File: config.mk
export PLATFORM = sky130hd
export DESIGN_NAME = mux8t1_32
export DESIGN_NICKNAME = d
export VERILOG_FILES = /design/src/rtl/mux8t1_32.sv
export SDC_FILE = /design/constraint.sdc
export NUM_CORES = 1
export LEC_CHECK = 0
export CORE_AREA = 2 2 116 118
export CTS_CLUSTER_DIAMETER = 100
export DETAILED_ROUTE_END_ITERATION = 16
export DIE_AREA = 0 0 118 120
export PLACE_DENSITY = 0.7
export SETUP_SLACK_MARGIN = 0.2
export SLEW_MARGIN = 20
export SYNTH_ARGS = -nofsm -noshare
export SYNTH_HDL_FRONTEND = slang
export SYNTH_SLANG_ARGS = --single-unit
File: constraint.sdc
create_clock -name clk -period 1 [get_ports clk]
set_input_delay 0.15 -clock clk [delete_from_list [all_inputs] [get_ports clk]]
set_output_delay 0.15 -clock clk [all_outputs]
set_load 0.03 [all_outputs]
File: src/rtl/mux8t1_32.sv
// Registered 8:1 word select: one-cycle latency, captures only when in_valid, no backpressure.
// Define MUX8T1_32_PARITY_EN to add O_par, the registered even parity of O0.
module mux8t1_32 #(
  parameter int               WIDTH   = 32,
  parameter logic [WIDTH-1:0] RST_VAL = '0
) (
  input  logic             clk,
  input  logic             rst_n,
  input  logic [WIDTH-1:0] I0,
  input  logic [WIDTH-1:0] I1,
  input  logic [WIDTH-1:0] I2,
  input  logic [WIDTH-1:0] I3,
  input  logic [WIDTH-1:0] I4,
  input  logic [WIDTH-1:0] I5,
  input  logic [WIDTH-1:0] I6,
  input  logic [WIDTH-1:0] I7,
  input  logic [2:0]       S,
  input  logic             in_valid,
  output logic [WIDTH-1:0] O0,
  output logic [2:0]       S_q,
  output logic             out_valid
`ifdef MUX8T1_32_PARITY_EN
  ,
  output logic             O_par
`endif
);

  logic [WIDTH-1:0] sel;
  logic [WIDTH-1:0] data_d, data_q;
  logic [2:0]       sel_d, sel_q;
  logic             vld_d, vld_q;

  always_comb begin
    sel = I0;
    case (S)
      3'd0: sel = I0;
      3'd1: sel = I1;
      3'd2: sel = I2;
      3'd3: sel = I3;
      3'd4: sel = I4;
      3'd5: sel = I5;
      3'd6: sel = I6;
      3'd7: sel = I7;
      default: sel = I0;
    endcase
  end

  // Word and select hold while idle; the valid strobe is a single-cycle pulse.
  always_comb begin
    data_d = in_valid ? sel : data_q;
    sel_d  = in_valid ? S   : sel_q;
    vld_d  = in_valid;
  end

  always_ff @(posedge clk or negedge rst_n) begin
    if (!rst_n) begin
      data_q <= RST_VAL;
      sel_q  <= 3'd0;
      vld_q  <= 1'b0;
    end else begin
      data_q <= data_d;
      sel_q  <= sel_d;
      vld_q  <= vld_d;
    end
  end

  assign O0        = data_q;
  assign S_q       = sel_q;
  assign out_valid = vld_q;

`ifdef MUX8T1_32_PARITY_EN
  logic par_d, par_q;

  // Parity is computed from the pre-register word so it tracks O0 with no extra delay.
  always_comb begin
    par_d = in_valid ? ^sel : par_q;
  end

  always_ff @(posedge clk or negedge rst_n) begin
    if (!rst_n) begin
      par_q <= ^RST_VAL;
    end else begin
      par_q <= par_d;
    end
  end

  assign O_par = par_q;
`endif

endmodule

[Word level (Yosys, flattened, before mapping)]
Cells that the tools add are included.
Cells by class
  eq/ne operators: 7
  reduce and logical (&&, ||, !) cells: 1
  mux-type cells: 1
Operators by type and width (number)
  32-bit one-hot mux with 8 select lines: 1
  3-bit equality test (second input constant): 4
  3-bit by 2-bit equality test with 1-bit output (second input constant): 2
  3-bit by 1-bit equality test with 1-bit output (second input constant): 1
  3-bit logical NOT: 1
Storage, ports and cells
  logic and storage cells: 12
  output and inout bits: 36
  register bits: 36

[Logic depth before layout (Yosys ltp)]
  depth in word-level cells: 2
  gate-level depth with buffers: 7
  mapped depth without buffers: 4

[Least setup slack after synthesis]
No wires, ideal clock.
  path type: input to register
  from: input port S[0]
  to: register data_q[29], in the netlist O0[29]
  required time: 0.859 ns
  buffers on the path: 1
  stages: 5
  setup slack: -0.218 ns
  arrival time: 1.077 ns
  cell sequence: buf_6 > nor2b_4 > a22o_1 > a2111oi_1 > o22ai_1
On the way
  word-level cells in the longest chain between the ends: 2
  elaborated cells between the ends (all ways): 9
  classes of those cells: 7 x eq/ne; 1 x mux; 1 x reduce/logical
Ends and longest elaborated chain
  start: declaration: line 17  | input logic [2:0] S,
  3-bit equality test, or another cell as far along: line 35  | case (S)
  32-bit one-hot mux with 8 select lines *: line 35
  end signal: assignment: line 61  | data_q <= data_d;
  end: declaration: line 29  | logic [WIDTH-1:0] data_d, data_q;
Every way passes the cells marked *; elsewhere a longest branch is shown, timed or not.
A chain may end at the register's enable or synchronous reset.

[Worst setup path in the final report]
  from: input port S[1]
  to: register data_q[18], in the netlist O0[18]
Same word-level chain as after synthesis.

==> results_dict.tcl <==
set metrics [dict create \
    syn_inst 384 \
    n_antenna_cell 0 \
    boundaryPins 298 \
    clock_path_buffers 2 \
    grt_pass1_wl_microns 25300 \
    vias 4525 \
    setup_viol_count_final 20 \
    cts_tree "yes" \
    via_per_inst 4.99 \
    drc_errors 0 \
    cts-root-buf "clkbuf_16" \
    drive_gt1_share_pct 27.1 \
    synth_edf_count 0 \
    reg2reg_to "O0[8]$_DFFE_PN0P_" \
    use_met1_pct 25.6 \
    wl_per_cell_microns 18.7 \
    drt-initial-drc-count 201 \
    die_x_microns 118 \
    placed_cell_area_sq_mm 0.00693 \
    globalplace.congestion 0.867 \
    tns_ns -0.340 \
    synthArstFlopShare_pct 100 \
    worstHoldPathCells 3 \
    worstPathArrival_ns 1.25 \
    synth_seq_area_share_pct 26.6 \
    port-buffer-count 297 \
    use_met3_pct 5.23 \
    power_density_mw_per_mm2 882 \
    rr_worst_depth 4 \
    holdCritStartpoint "in_valid" \
    period_minus_slack_ns 1.05 \
    startpoint "S[1]" \
    multi_input_area_sq_mm 0.00251 \
    crit_type "input pin to register" \
    power.share.combinational_pct 52.9 \
    max_freq_ghz 0.948 \
    overflow 0 \
    finalWorstSetupSlack_ns -0.0547 \
    seqPwrFrac_pct 25.2 \
    maxSlewViolCount 0 \
    clkPwrFrac_pct 21.9 \
    grt_max_degree 37 \
    final_core_util_pct 62.0 \
    nets 991 \
    whs_ns 0.299 \
    violations "setup timing" \
    fp-row-count 42 \
    start_util_pct 26.1 \
    dieArea_sq_mm 0.0142 \
    post-place-ws_ns -0.467 \
    p_sw_mw 2.27 \
    rsz0062_at_grt "yes" \
    ant_nets 0 \
    whs_endpoint "O0[3]$_DFFE_PN0P_" \
    cp-start-kind "input pin" \
    numCtsBuffers 5 \
    reg2reg_setup_slack_ns 0.07 \
    ys_types 28 \
    syn_nets 646 \
    p_sw_share_pct 31.9 \
    met2_usage_pct 41.8 \
    syn_to_final_growth_pct 138 \
    fp.dieH_microns 120 \
    hp-class "input pin to register" \
    busiest_layer "met2" \
    clkSinkCount 36 \
    yosys_warnings 0 \
    drt_pass1_iterations 4 \
    ir_worst_vdd_uv 614 \
    synth-seq-cells 36 \
    syn_area_sq_mm 0.00338 \
    clk_latency_ns 0.27 \
    cp-end-kind "register" \
    postSynthAreaPerCell_sq_um 8.81 \
    r2r-start "O0[8]$_DFFE_PN0P_" \
    max_cap_viol_count 0 \
    drt_wl_total_microns 17000 \
    finalHoldViolCount 0 \
    max-slew-margin-rel_pct 76.9 \
    crit_fanout 7 \
    intPower_mw 4.84 \
    seqCellArea_sq_um 901 \
    fin_area_sq_mm 0.00805 \
    p_leak_nw 3.53 \
    core_region_area_sq_mm 0.0130 \
    h-tree-depth 2 \
    final_cell_mix "233 x clkdlybuf4s50_1, 68 x mux2i_1, 55 x inv_1" \
    antenna_found_initial 0 \
    worst_ep_required_time_ns 1.19 \
    finalCritPeriodShare_pct 105 \
    synth-main-ff-cell "dfrtp_1" \
    finClkSkew_ns 0 \
    final_common_cell "clkdlybuf4s50_1" \
    dp_hpwl_microns 12900 \
    fill_cells 1074 \
    clkTransAtPathRegs_ns 0.06 \
    outcome "finished, violations left" \
    grt_pass1_vias 4853 \
    tightest_slew_ns 0.346 \
    grt_usage_pct 22.5 \
]
==> repair_timing <==
action / 4_1_cts / 5_1_grt
resized for setup: 98 / 63
setup endpoints to repair: 69 / 69
hold buffers: 1 / 0
hold endpoints to repair: 36 / 0
setup buffers: 9 / 16
pin swaps: 25 / 29
gates cloned: 3 / 3
==> area by class of cell <==
class / instances / share of cell area (%)
well taps: 176 / 2.73
clock buffers: 6 / 1.72
flip-flops and latches: 36 / 11.2
repair buffers: 377 / 50.4
inverters: 56 / 2.66
clock inverters: 2 / 0.124
multi-input cells: 253 / 31.2
==> sequential cells by signal, indices dropped and copies added (netlist names) <==
name / count
O0: 32
S_q: 3
out_valid: 1
==> layer usage <==
metal	routed length, microns	vias to the layer above
met1	6620	2134
met2	8880	207
li1	-	2163
met3	1180	21
met5	0	-
met4	309	0
==> cells in the mapped netlist, drive strengths merged, types with 3 or more instances <==
library cell / n / area share (%)
o21ai: 33 / 4.9
nand2b: 5 / 0.92
mux2: 3 / 1.0
o221ai: 25 / 6.5
a2bb2oi: 4 / 1.0
a211oi: 4 / 0.89
a221oi: 24 / 6.2
buf: 26 / 5.3
o22ai: 36 / 6.7
clkbuf: 13 / 1.4
inv: 56 / 6.2
a21oi: 7 / 1.0
dfrtp: 36 / 27
nor2b: 3 / 1.0
nand2: 5 / 0.55
mux2i: 90 / 27
nor3b: 4 / 0.89
==> power groups by stage <==
stage | Clock (mW) | Combinational (mW) | Sequential [mW]
6_report | 1.56 | 3.76 | 1.79
3_3_place_gp | 0 | 3.09 | 1.77
3_5_place_dp | 0 | 3.13 | 1.78
5_1_grt | 1.69 | 3.97 | 1.81
4_1_cts | 1.61 | 3.44 | 1.78
2_1_floorplan | 0 | 1.01 | 2.13
==> per-stage QoR <==
stage	cells	power, mW
3_5_place_dp	866	4.91
2_1_floorplan	384	3.14
4_1_cts	887	6.83
5_1_grt	906	7.46
6_report	906	7.11
3_3_place_gp	866	4.86
==> how the worst max path moves through the flow <==
stage / end / slack (ns) / depth (start not counted)
2_1_floorplan: O0[20]$_DFFE_PN0P_ / -0.11 / 7
3_3_place_gp: O0[8]$_DFFE_PN0P_ / -0.38 / 5
6_report: O0[18]$_DFFE_PN0P_ / -0.05 / 7
5_1_grt: O0[3]$_DFFE_PN0P_ / -0.11 / 7
3_5_place_dp: O0[29]$_DFFE_PN0P_ / -0.47 / 5
4_1_cts: O0[9]$_DFFE_PN0P_ / -0.007 / 7
==> cell families (layout without fill, tap and decap cells) <==
family          Yosys count  count (layout)  share of synthesized area [%]
compound gates          140             140                           28.9
buf+inv                  95             441                           12.9
mux                      93              93                           27.6
flops                    36              36                           26.6
simple gates             20              20                           3.85
==> worst max-delay path, cell delays in order <==
cell and delay, ns:
buf_16 0.13, buf_12 0.14, clkbuf_16 0.16, mux2i_4 0.18
a221oi_2 0.24, o221ai_1 0.13, o21ai_1 0.11
No activity file was read; power rests on OpenSTA's default activity.
